`config.mk`:
```
export PLATFORM = sky130hd
export DESIGN_NAME = pin_input_receiver
export DESIGN_NICKNAME = d
export VERILOG_FILES = /design/src/rtl/pin_rx_pkg.sv /design/src/rtl/sync_chain.sv /design/src/rtl/pin_input_receiver.sv
export SDC_FILE = /design/constraint.sdc
export NUM_CORES = 1
export LEC_CHECK = 0
export ABC_CLOCK_PERIOD_IN_PS = 4800
export BUFFER_PORTS_ARGS = -buffer_cell sky130_fd_sc_hd__buf_2
export CAP_MARGIN = 40
export CORE_AREA = 2 2 53 55
export CTS_CLUSTER_SIZE = 8
export DETAILED_ROUTE_END_ITERATION = 8
export DIE_AREA = 0 0 55 57
export PLACE_DENSITY = 0.62
export SLEW_MARGIN = 20
export SYNTH_ARGS = -nofsm -noshare
export SYNTH_HDL_FRONTEND = slang
export SYNTH_SLANG_ARGS = --single-unit
```
`constraint.sdc`:
```
create_clock -name clk -period 4.8 [get_ports clk]
set_input_delay 0.96 -clock clk [delete_from_list [all_inputs] [get_ports clk]]
set_output_delay 0.96 -clock clk [all_outputs]
set_load 0.02 [all_outputs]
```
`src/rtl/pin_rx_pkg.sv`:
```
// Shared defaults and helpers for the pin input receiver.
package pin_rx_pkg;

    localparam int SYNC_STAGES_DEF   = 2;
    localparam int FILTER_CYCLES_DEF = 4;
    localparam int CNT_W_DEF         = 16;

    // Width of the qualify counter; it must hold values up to filter_cycles.
    function automatic int qual_cnt_width(input int filter_cycles);
        return $clog2(filter_cycles + 1);
    endfunction

endpackage

```
`src/rtl/sync_chain.sv`:
```
// Plain flop chain for bringing a single asynchronous bit into the clk domain.
module sync_chain #(
    parameter int STAGES = 2
) (
    input  logic clk,
    input  logic rst,
    input  logic d,
    output logic q
);

    logic [STAGES-1:0] chain_q;

    always_ff @(posedge clk or posedge rst) begin
        if (rst) begin
            chain_q <= '0;
        end else begin
            chain_q <= {chain_q[STAGES-2:0], d};
        end
    end

    assign q = chain_q[STAGES-1];

endmodule

```
`src/rtl/pin_input_receiver.sv`:
```
// Pin receiver: synchronizer, consecutive-sample glitch filter, edge pulses and rising-edge counter.
module pin_input_receiver
    import pin_rx_pkg::*;
#(
    parameter int SYNC_STAGES   = SYNC_STAGES_DEF,
    parameter int FILTER_CYCLES = FILTER_CYCLES_DEF,
    parameter int CNT_W         = CNT_W_DEF
) (
    input  logic             clk,
    input  logic             rst,
    input  logic             in,
    output logic             out,
    output logic             out_n,
    output logic             rise,
    output logic             fall,
    output logic             glitch,
    output logic [CNT_W-1:0] edge_count
);

    localparam int QW = qual_cnt_width(FILTER_CYCLES);
    localparam logic [QW-1:0] CNT_LAST = QW'(FILTER_CYCLES - 1);

    logic             s;
    logic [QW-1:0]    cnt_q, cnt_d;
    logic             out_q, out_d;
    logic             rise_q, rise_d;
    logic             fall_q, fall_d;
    logic             glitch_q, glitch_d;
    logic [CNT_W-1:0] edge_q, edge_d;

    sync_chain #(.STAGES(SYNC_STAGES)) u_sync (
        .clk (clk),
        .rst (rst),
        .d   (in),
        .q   (s)
    );

    always_ff @(posedge clk or posedge rst) begin
        if (rst) begin
            cnt_q    <= '0;
            out_q    <= 1'b0;
            rise_q   <= 1'b0;
            fall_q   <= 1'b0;
            glitch_q <= 1'b0;
            edge_q   <= '0;
        end else begin
            cnt_q    <= cnt_d;
            out_q    <= out_d;
            rise_q   <= rise_d;
            fall_q   <= fall_d;
            glitch_q <= glitch_d;
            edge_q   <= edge_d;
        end
    end

    // cnt==0 is IDLE, any other value is QUALIFY; no separate state register.
    always_comb begin
        cnt_d    = cnt_q;
        out_d    = out_q;
        rise_d   = 1'b0;
        fall_d   = 1'b0;
        glitch_d = 1'b0;
        edge_d   = edge_q;
        if (s != out_q) begin
            if (cnt_q == CNT_LAST) begin
                out_d = s;
                cnt_d = '0;
                if (s) begin
                    rise_d = 1'b1;
                    edge_d = edge_q + CNT_W'(1);
                end else begin
                    fall_d = 1'b1;
                end
            end else begin
                cnt_d = cnt_q + QW'(1);
            end
        end else if (cnt_q != '0) begin
            cnt_d    = '0;
            glitch_d = 1'b1;
        end
    end

    assign out        = out_q;
    assign out_n      = ~out_q;
    assign rise       = rise_q;
    assign fall       = fall_q;
    assign glitch     = glitch_q;
    assign edge_count = edge_q;

endmodule

```
==> results.toml <==
[global_route]
grt_most_used_layer = "met1"
met1_usage_pct = 20.3
track_usage_pct = 13.4
grt_max_degree = 15
gr-usage-met2_pct = 18.7
use_met3_pct = 2.62
antenna_found_initial = 0
grt_pass1_vias = 694
grt-ovfl-total = 0
grt_pass1_wl_mm = 3.09

[finish]
n_antenna_cell = 0
final_util_pct = 48.7
nets = 127
stdcell_count = 151
area_growth_pct = 16.9
drive_gt1_share_pct = 26.7

[timing]
worstMarginPinSlew_ns = 0.563
hold_viol = 0
setup_viol = 0
fin_skew_ns = 0.00793
fmax_mhz = 509
fin_crit_sh_pct = 40.9
min_period_ns = 1.97
drv_slew = 0
rsz0062_at_grt = "no"
tns_ns = 0
slew_headroom_pct = 62.4

[placed_design]
dp.cells = 147
gp_congestion = 0.734
post-dp-hpwl_mm = 1.39
io_buffers = 23

[yosys]
synthCells = 93
synth.top_cell.area_share_pct = 57.5
synth-edff-count = 0
synth_commonest_cells = "25 x dfrtp_1, 12 x nand2_1, 9 x xnor2_1"
syn_nets = 99
yosysUniqueCellTypes = 22
ys_async_sr_fraction_pct = 100
synth_area_mm2 = 0.00109
postSynthAreaPerCell_um2 = 11.7
synth.most_common_cell = "dfrtp_1"
yosys_register_bits = 25
yosysWarnings = 0
ys_seq_area_share_pct = 57.5
synth.area.top_cells = "dfrtp_1 57%, xnor2_1 7.2%, xor2_1 5.6%"
yosysTopAreaCell = "dfrtp_1"
synth_flop_cell = "dfrtp_1"

[power]
combPwrFrac_pct = 27.6
power.share.clock_pct = 18.5
p_sw_share_pct = 33.7
power-per-cell-area_mw_per_mm2 = 381
p_seq_share_pct = 53.8
power.switching_uw = 164
p_leak_uw = 0.000670
internal_power_uw = 322
irDropWorstVdd_mv = 0.207

[worst_setup_path]
r2r_start = "cnt_q[0]"
critPathTopFamily = "flip-flops"
startpoint = "out"
worst_path_largest_cell_delay_ns = 0.43
crit_path_max_fanout = 4
worstPathRequired_ns = 3.84
worst-path-buf-inv = 2
critPathCaptureType = "output pin"
start_kind = "flop"
cp_cell_sequence = "inv_1 -> buf_2"
crit_slowest_cell = "dfrtp_1"
worstPathArrival_ns = 1.01
critPathKind = "flop to output pin"

[floorplan]
core_mm2 = 0.00262
pin_count = 24
num_rows = 19
initial_utilization_pct = 41.6
die_area_mm2 = 0.00314
die_x_um = 55
die_h_um = 57

[run_status]
status = "completed"

[flow_run]
maxCapViolations = 0

[clocking]
hold_buffers = 0
post_cts_resized = 0
clk_path_buf_depth = 2
cts_tree = "built"
cts_buffers = 3
cts_setup_buffers = 0
clk_pin_slew_ns = 0.12
clock_latency_ns = 0.31
htree_levels = 1
cts-root-buf = "clkbuf_4"
clkSinkCount = 25

[hold_path]
hold_start = "u_sync.chain_q[0]"
worst_hold_path_type = "flop to flop"

[detailed_routing]
antenna_left = 0
num_vias = 753
drt_iter0_markers = 20
wl_per_cell_um = 11.9
routed_wl_mm = 1.80
dr.pass1.iters = 4
via_per_inst = 4.99
remaining_drc_errors = 0
-- cell families after synthesis --
group                    count (synthesis)  synth area share, %
XOR/XNOR                                16                 12.9
AO/OA/AOI/OAI                            3                 2.07
adder cells (fa/ha/maj)                  3                 3.45
buffers and inverters                    6                 2.76
AND/OR/NAND/NOR                         40                 21.4
flip-flops                              25                 57.5
-- final timing paths --
path                                      to  slack, ns  cells past startpoint
min                        u_sync.chain_q[1]       0.37                      0
min in group asynchronous      edge_count[3]       0.67                      2
max reg2reg                    edge_count[9]       2.95                      5
max                                    out_n       2.83                      2
min reg2reg                u_sync.chain_q[1]       0.37                      0
max in group asynchronous             glitch       3.65                      3
-- per-stage QoR --
step	hold slack (ns)	power [µW]	area, µm²	setup WS, ns
floorplan	0.331	361	1090	3.18
global placement	0.337	396	1230	2.98
detailed placement	0.346	402	1250	2.96
CTS	0.377	495	1270	2.81
global route	0.384	520	1270	2.77
finish	0.367	485	1270	2.83
-- registers in the layout, summed over array words and instances (netlist names) --
register        count
cnt_q               3
rise                1
u_sync.chain_q      2
glitch              1
out                 1
edge_count         16
fall                1
-- metal layers --
layer / vias to the layer above / part of all wire, %
met5: - / 0
met4: 0 / 1.5
met3: 4 / 6.3
met2: 22 / 45
met1: 367 / 48
li1: 360 / -
-- worst register-to-register path, delay by kind of cell, from the launching register on --
kind                       cells  cell delay [ns]
xor gates and xnor gates       1             0.15
and+or+nand+nor                3             1.03
adders and majority gates      1             0.20
DFF                            1             0.40
-- power by group through the flow --
stage / combinational (µW) / sequential [µW] / clock, µW
floorplan: 75.8 / 286 / 0
global placement: 132 / 265 / 0
detailed placement: 136 / 266 / 0
CTS: 137 / 261 / 96.6
global route: 152 / 265 / 103
finish: 134 / 261 / 90.0
-- layout by cell type, fill, tap and decap left out, drive strengths merged --
master    n
a32o      1
and2b     1
buf      24
clkbuf    4
dfrtp    25
ha        3
inv       5
nand2    12
nand3     7
nand4     4
nand4bb   1
nor2      7
nor2b     2
nor3      1
nor3b     2
nor4      2
o21ai     1
o31ai     1
or3       1
xnor2     9
xor2      7
-- final cells by class --
| class | count | area (µm²) |
|---|---|---|
| Clock buffer | 4 | 26.3 |
| Fill cell | 270 | 1340 |
| Tap cell | 31 | 38.8 |
| Sequential cell | 25 | 626 |
| Inverter | 5 | 18.8 |
| Timing Repair Buffer | 24 | 130 |
| Multi-Input combinational cell | 62 | 433 |
Power figures use the tool's default switching activity.
